## config.mk

```make
export PLATFORM = sky130hd
export DESIGN_NAME = pwm_capture
export DESIGN_NICKNAME = d
export VERILOG_FILES = /design/src/rtl/pwm_capture_pkg.sv /design/src/rtl/pwm_capture_sync_edge_det.sv /design/src/rtl/pwm_capture.sv
export SDC_FILE = /design/constraint.sdc
export NUM_CORES = 1
export LEC_CHECK = 0
export CAP_MARGIN = 20
export CORE_ASPECT_RATIO = 0.5
export CORE_MARGIN = 2
export CORE_UTILIZATION = 52
export CTS_CLUSTER_SIZE = 12
export DETAILED_ROUTE_END_ITERATION = 6
export HOLD_SLACK_MARGIN = 0.03
export PLACE_DENSITY = 0.81
export SLEW_MARGIN = 5
export SYNTH_ARGS = -nofsm -noshare
export SYNTH_HDL_FRONTEND = slang
export SYNTH_HIERARCHICAL = 1
export SYNTH_SLANG_ARGS = --single-unit
```

## constraint.sdc

```tcl
create_clock -name clk -period 1.98 [get_ports clk]
set_input_delay 0.297 -clock clk [delete_from_list [all_inputs] [get_ports clk]]
set_output_delay 0.297 -clock clk [all_outputs]
set_load 0.05 [all_outputs]
```

## src/rtl/pwm_capture_pkg.sv

```systemverilog
// pwm_capture_pkg: FSM state codes and default sizing shared by the PWM capture block
package pwm_capture_pkg;
    localparam int CNT_W_DEF       = 16;
    localparam int TIMEOUT_CYC_DEF = 20000;
    localparam logic [1:0] ST_IDLE  = 2'd0;
    localparam logic [1:0] ST_HIGH  = 2'd1;
    localparam logic [1:0] ST_LOW   = 2'd2;
    localparam logic [1:0] ST_STUCK = 2'd3;
endpackage

```

## src/rtl/pwm_capture_sync_edge_det.sv

```systemverilog
// sync_edge_det: 2-flop synchronizer plus history flop producing level and single-cycle rise/fall strobes
module sync_edge_det (
    input  logic clk,
    input  logic rst_n,
    input  logic ena,
    input  logic din,
    output logic level,
    output logic rise,
    output logic fall
);
    logic s1, s2, hist;
    // history always tracks the synchronizer, so re-enabling never sees a stale edge
    always_ff @(posedge clk or negedge rst_n)
        if (!rst_n) {s1, s2, hist} <= '0;
        else {s1, s2, hist} <= {din, s1, s2};
    assign level = s2;
    assign rise  = ena & s2 & ~hist;
    assign fall  = ena & ~s2 & hist;
endmodule

```

## src/rtl/pwm_capture.sv

```systemverilog
// pwm_capture: measures high time and period of a PWM input, flags a stuck-high/stuck-low input
module pwm_capture import pwm_capture_pkg::*; #(
    parameter int CNT_W       = CNT_W_DEF,
    parameter int TIMEOUT_CYC = TIMEOUT_CYC_DEF
) (
    input  logic             clk,
    input  logic             rst_n,
    input  logic             ena,
    input  logic             pwm_in,
    output logic [CNT_W-1:0] high_cnt,
    output logic [CNT_W-1:0] period_cnt,
    output logic             meas_valid,
    output logic             stuck_hi,
    output logic             stuck_lo
);
    localparam int TW = $clog2(TIMEOUT_CYC + 1);
    logic             level, rise, fall, edge_any, timeout;
    logic [1:0]       state;
    logic [CNT_W-1:0] hcnt, pcnt, hinc, pinc;
    logic [TW-1:0]    tcnt;
    sync_edge_det u_sync (
        .clk   (clk),
        .rst_n (rst_n),
        .ena   (ena),
        .din   (pwm_in),
        .level (level),
        .rise  (rise),
        .fall  (fall)
    );
    assign edge_any = rise | fall;
    assign hinc     = &hcnt ? hcnt : hcnt + 1'b1;
    assign pinc     = &pcnt ? pcnt : pcnt + 1'b1;
    // an edge in the same cycle always wins over the timeout
    assign timeout  = state != ST_STUCK && !edge_any && tcnt == TW'(TIMEOUT_CYC - 1);
    always_ff @(posedge clk or negedge rst_n)
        if (!rst_n) begin
            state      <= ST_IDLE;
            hcnt       <= '0;
            pcnt       <= '0;
            tcnt       <= '0;
            high_cnt   <= '0;
            period_cnt <= '0;
            meas_valid <= 1'b0;
            stuck_hi   <= 1'b0;
            stuck_lo   <= 1'b0;
        end else if (!ena) begin
            state      <= ST_IDLE;
            hcnt       <= '0;
            pcnt       <= '0;
            tcnt       <= '0;
            meas_valid <= 1'b0;
            stuck_hi   <= 1'b0;
            stuck_lo   <= 1'b0;
        end else begin
            meas_valid <= 1'b0;
            tcnt       <= edge_any ? '0 : tcnt == TW'(TIMEOUT_CYC) ? tcnt : tcnt + 1'b1;
            if (timeout) begin
                state    <= ST_STUCK;
                stuck_hi <= level;
                stuck_lo <= !level;
            end else begin
                case (state)
                    ST_IDLE: if (rise) begin
                        state <= ST_HIGH;
                        hcnt  <= CNT_W'(1);
                        pcnt  <= CNT_W'(1);
                    end
                    ST_HIGH: begin
                        pcnt <= pinc;
                        if (fall) state <= ST_LOW;
                        else hcnt <= hinc;
                    end
                    ST_LOW: if (rise) begin
                        high_cnt   <= hcnt;
                        period_cnt <= pcnt;
                        meas_valid <= 1'b1;
                        state      <= ST_HIGH;
                        hcnt       <= CNT_W'(1);
                        pcnt       <= CNT_W'(1);
                    end else pcnt <= pinc;
                    default: if (edge_any) begin
                        stuck_hi <= 1'b0;
                        stuck_lo <= 1'b0;
                        state    <= rise ? ST_HIGH : ST_IDLE;
                        hcnt     <= CNT_W'(rise);
                        pcnt     <= CNT_W'(rise);
                    end
                endcase
            end
        end
endmodule

```

# [Word level (Yosys, flattened, before mapping)]
# Index checks and enable logic that the tools add are counted.
[totals] ff_bits=87 wordCells=87 output_inout_bits=35
[op_classes] mux=32 n_reduce_logical=14 eq_ne=18 n_addsub=3 bitwise_logic=8
[ops] cell="$mux 16" n=10
[ops] cell="$pmux 16 s3" n=1
[ops] cell="$mux 15" n=3
[ops] cell="$add 16x1->16 const B" n=2
[ops] cell="$pmux 16 s2" n=1
[ops] cell="$reduce_and 16->1" n=2
[ops] cell="$eq 15x15->1 const B" n=2
[ops] cell="$add 15x1->15 const B" n=1
[ops] cell="$ne 3x3->1 const B" n=4
[ops] cell="$mux 1" n=11
[ops] cell="$mux 2" n=5
[ops] cell="$ne 4x2->1 const B" n=2
[ops] cell="$ne 3x2->1 const B" n=2
[ops] cell="$reduce_and 3->1" n=2
[ops] cell="$ne 5x1->1 const B" n=1
[ops] cell="$ne 5x2->1 const B" n=1
[ops] cell="$reduce_and 5->1" n=1
[ops] cell="$and 1x1->1" n=4
[ops] cell="$ne 2x2->1 const B" n=2
[ops] cell="$ne 4x4->1 const B" n=1
[ops] cell="$pmux 2 s2" n=1
[ops] cell="$reduce_and 4->1" n=1
[ops] cell="$ne 3x1->1 const B" n=1
[ops] cell="$not 1->1" n=3
[ops] cell="9 further kinds" n=11

# [Logic depth before layout (Yosys ltp)]
[depth] ltp_word=9 ltp_mapped=9 mapped_depth_nobuf=7

# [Cells and area by module]
# The synthesis kept the hierarchy.
[by_module_without_submodules] mod="pwm_capture" area_per_inst_um2=4342.9 n_inst=1 cells_per_inst=418
[by_module_without_submodules] mod="sync_edge_det" area_per_inst_um2=92.6 n_inst=1 cells_per_inst=5

# [Worst setup path before layout]
# Ideal clock, no wire load.
[synth_timing] path_kind="flip-flop to flip-flop" start="reg u_sync.s2 (netlist: u_sync/level)" end="reg hcnt[4]" setup_slack_ns=-0.143 n_path_buf=2 synth_period_minus_slack_ns=2.123 arrival_time_ns=2.028 path_stages_with_launch=9 path_cell_list="dfrtp_1 > and3b_1 > o21a_1 > o21ai_1 > and2_1 > buf_6 > or4_4 > buf_6 > o31ai_1"
[synth_via] elab_chain_len=9 elab_cells_between_ends=14
[synth_rtl] item="from (decl)" line="pwm_capture_sync_edge_det.sv:11" source="logic s1, s2, hist;"
[synth_rtl] item="from (signal assigned)" line="pwm_capture_sync_edge_det.sv:15" source="else {s1, s2, hist} <= {din, s1, s2};"
[synth_rtl] item="$not 1->1 *" line="pwm_capture_sync_edge_det.sv:18" source="assign fall = ena & ~s2 & hist;"
[synth_rtl] item="$and 1x1->1 * (2 in series)" line="pwm_capture_sync_edge_det.sv:18"
[synth_rtl] item="via fall" line="pwm_capture.sv:17" source="logic level, rise, fall, edge_any, timeout;"
[synth_rtl] item="$or 1x1->1" line="pwm_capture.sv:30" source="assign edge_any = rise | fall;"
[synth_rtl] item="$logic_not 1->1" line="pwm_capture.sv:34" source="assign timeout = state != ST_STUCK && !edge_any && tcnt == TW'(TIMEOUT_CYC - 1);"
[synth_rtl] item="$logic_and 1x1->1 (2 in series)" line="pwm_capture.sv:34"
[synth_rtl] item="$ne 2x2->1 (no line)"
[synth_rtl] item="$reduce_and 5->1 (no line) *"
[synth_rtl] item="to (signal assigned)" line="pwm_capture.sv:71" source="else hcnt <= hinc;"
[synth_rtl] item="to (signal assigned)" line="pwm_capture.sv:85" source="hcnt <= CNT_W'(rise);"
[synth_rtl] item="to (decl)" line="pwm_capture.sv:19" source="logic [CNT_W-1:0] hcnt, pcnt, hinc, pinc;"
# The timed path passes the listed nets; every way through them passes the cells marked *.
# A chain may end at the register's enable or synchronous reset.

# [Worst setup path after layout]
[layout_timing] start="reg tcnt[6]" end="reg hcnt[1]"
[layout_via] elab_chain_len=4
[layout_rtl] item="from (decl)" line="pwm_capture.sv:20" source="logic [TW-1:0] tcnt;"
[layout_rtl] item="from (signal assigned)" line="pwm_capture.sv:56" source="tcnt <= edge_any ? '0 : tcnt == TW'(TIMEOUT_CYC) ? tcnt : tcnt + 1'b1;"
[layout_rtl] item="$eq 15x15->1" line="pwm_capture.sv:34"
[layout_rtl] item="$logic_and 1x1->1" line="pwm_capture.sv:34"
[layout_rtl] item="$ne 2x2->1 (no line)"
[layout_rtl] item="$reduce_and 5->1 (no line)"
# Every way passes these cells.

==> impl_metrics.py <==
metrics = {
    "worst_setup_path": {
        "critPathCaptureType": "register",
        "required_ps": 2210,
        "critPathLaunchType": "register",
        "cp_slowest_cell": "dfrtp_1",
        "crit_arrival_ps": 2460,
        "cpPeakStageDelay_ps": 420,
        "crit_type": "register to register",
        "cp_cell_sequence": "nor4b_2 > nand4_1 > buf_4 > nor3_2 > buf_4 > nor3_2 > mux2_1",
        "path_max_fanout": 3,
    },
    "synthesis": {
        "synth_area_leaders": "dfrtp_1, mux2_2, o41ai_1",
        "yosysWarnings": 6,
        "synth_ff_type": "dfrtp_1",
        "syn_inst": 423,
        "yosys.cell_types.count": 53,
        "syn_nets": 435,
        "yosysSeqAreaShare_pct": 49.1,
        "synth_seq_cells": 87,
        "syn_area_per_cell_um2": 10.5,
        "synth-edff-count": 0,
        "synth_area_mm2": 0.00444,
        "synthArstFlopShare_pct": 100,
        "yosysTopAreaCell": "dfrtp_1",
        "synth_top_cell_area_share_pct": 49.1,
        "synth_common_cells": "dfrtp_1, nand2_1, nor2_1, mux2_2, o21ai_0",
        "post-synth-top-count-cell": "dfrtp_1",
    },
    "sta": {
        "tightest_slew_ps": 618,
        "maxSlewHeadroom_pct": 58.7,
        "rsz0062_at_grt": "true",
        "period_needed_ps": 2230,
        "setup_slack_ps": -251,
        "fmax_mhz": 448,
        "fin_worst_skew_ps": 6.66,
        "setup_viol": 35,
        "maxSlewViolCount": 0,
        "tns_ps": -3980,
        "fin_crit_sh_pct": 113,
        "hold_viol_final": 0,
    },
    "placement": {
        "dp_hpwl_um": 7240,
        "post-place-cells": 625,
        "port_buffers": 38,
        "dpl-instance-area_mm2": 0.00547,
        "place_congestion": 0.839,
        "place_ws_ps": -443,
    },
    "cts": {
        "path_clk_slew_ps": 60,
        "cts_buffer_depth": 2,
        "cts_tree": "yes",
        "htree_levels": 3,
        "cts.sinks": 87,
        "cts-root-buf": "clkbuf_16",
        "cts_buffers": 9,
        "insertion_delay_ps": 350,
    },
    "outcome": {
        "status": "finished with violations",
        "violations": "setup timing",
    },
    "power_and_ir_drop": {
        "vdd_drop_max_mv": 0.760,
        "total_power_mw": 3.93,
        "powerDensity_mw_per_mm2": 628,
        "p_leak_nw": 2.85,
    },
    "finish": {
        "diodes": 0,
        "final_nets": 554,
        "final_cell_count_no_fill": 658,
        "area_growth_pct": 41.3,
        "design_area_mm2": 0.00627,
        "drive_gt1_share_pct": 36.6,
    },
    "route": {
        "route.detailed.wl_per_inst_um": 21.6,
        "viasPerCell": 6.51,
        "drc": 0,
        "antenna_left": 0,
        "num_vias": 4281,
        "drt_iter0_drc": 483,
        "first_pass_iters": 6,
        "drt_wl_total_um": 14200,
    },
    "floorplanning": {
        "fp.dieH_um": 69.3,
        "io_pins": 39,
        "num_rows": 23,
        "die_x_um": 135,
        "start_util_pct": 54.5,
        "dieArea_mm2": 0.00933,
        "fp.coreArea_mm2": 0.00814,
    },
    "grt": {
        "antenna_found_initial": 0,
        "grtUsageTotal_pct": 25.6,
        "overflow": 0,
        "grt_first_pass_wirelength_um": 18800,
        "first_global_vias": 3803,
        "grt_max_degree": 43,
    },
    "worst_hold_path": {
        "min_path_type": "register to register",
    },
    "job": {
        "cap_violations": 0,
    },
}
==> kinds of logic after synthesis <==
family	synth area share, %
xor gates and xnor gates	2.37
DFF	49.1
and+or+nand+nor	18.1
muxes	8.32
AOI/OAI and AO/OA	16.4
adders and majority gates	2.26
buffers and inverters	3.47
==> cell usage in the layout (no fill, tap or decap), types with 8 or more instances in the layout <==
cell type and count:
dfrtp_1 86, buf_4 71, clkdlybuf4s50_1 36, nand2_1 32, nor2_1 30, mux2_2 29
buf_6 16, nand3_1 15, o41ai_2 12, inv_1 11, a21oi_1 11, o21ai_1 10
nand4_1 9, and3_1 9, xor2_1 9, clkbuf_16 9, o21ai_0 8
==> report_power, final <==
part | switching [mW] | leakage [nW] | internal (mW)
combinational | 0.257 | 1.52 | 0.189
clock | 0.690 | 0.131 | 0.974
sequential | 0.0208 | 1.20 | 1.80
==> timing repair <==
action | CTS | global route
endpoints found under the hold margin | 40 | 0
pin swaps | 8 | 20
buffers inserted | 4 | 10
resized for setup | 17 | 85
gates cloned | 1 | 3
hold buffers | 1 | 0
setup endpoints to repair | 29 | 37
==> layout make-up <==
class / count / area (um2)
inverters: 13 / 51.3
clock buffers: 14 / 244
clock inverters: 1 / 30.0
well taps: 112 / 140
fillers: 442 / 1880
flip-flops and latches: 87 / 2180
multi-input cells: 301 / 2430
repair buffers: 130 / 1190
==> path summary, 6_finish.rpt <==
path / depth (start not counted) / endpoint / start / slack [ps]
setup / recovery: 7 / hcnt[1] / tcnt[6] / -250
hold / removal: 0 / u_sync/level / u_sync/s1 / 340
hold reg to reg: 0 / u_sync/level / u_sync/s1 / 340
min in group asynchronous: 2 / u_sync/level / rst_n / 500
max in group asynchronous: 3 / state[0] / rst_n / 910
setup reg to reg: 7 / hcnt[1] / tcnt[6] / -250
==> routing by layer <==
layer,vias to the layer above,share of wire [%],global-route usage (%)
met5,-,0,0
met4,0,3.9,8.89
met3,67,8.1,6.80
met2,276,46,40.8
met1,2120,42,34.2
li1,1818,-,-
==> stage by stage <==
step | hold slack (ps) | utilization, %
after floorplan | 1.41 | -
after global placement | 323 | 67.2
after detailed placement | 327 | 67.2
after CTS | 352 | 72.0
after global routing | 348 | 77.0
final | 344 | 77.0
==> sequential cells by signal (all words and copies together), names as in the netlist, 2 cells and up <==
name        cells
high_cnt       16
period_cnt     16
tcnt           15
hcnt           16
state           2
pcnt           16
==> worst max-delay path, delay by kind of cell, from the launching register on <==
kind          cells  cell delay [ps]
mux               1              340
flops             1              420
buf+inv           2              410
simple gates      4              930
Power figures use the tool's default switching activity.
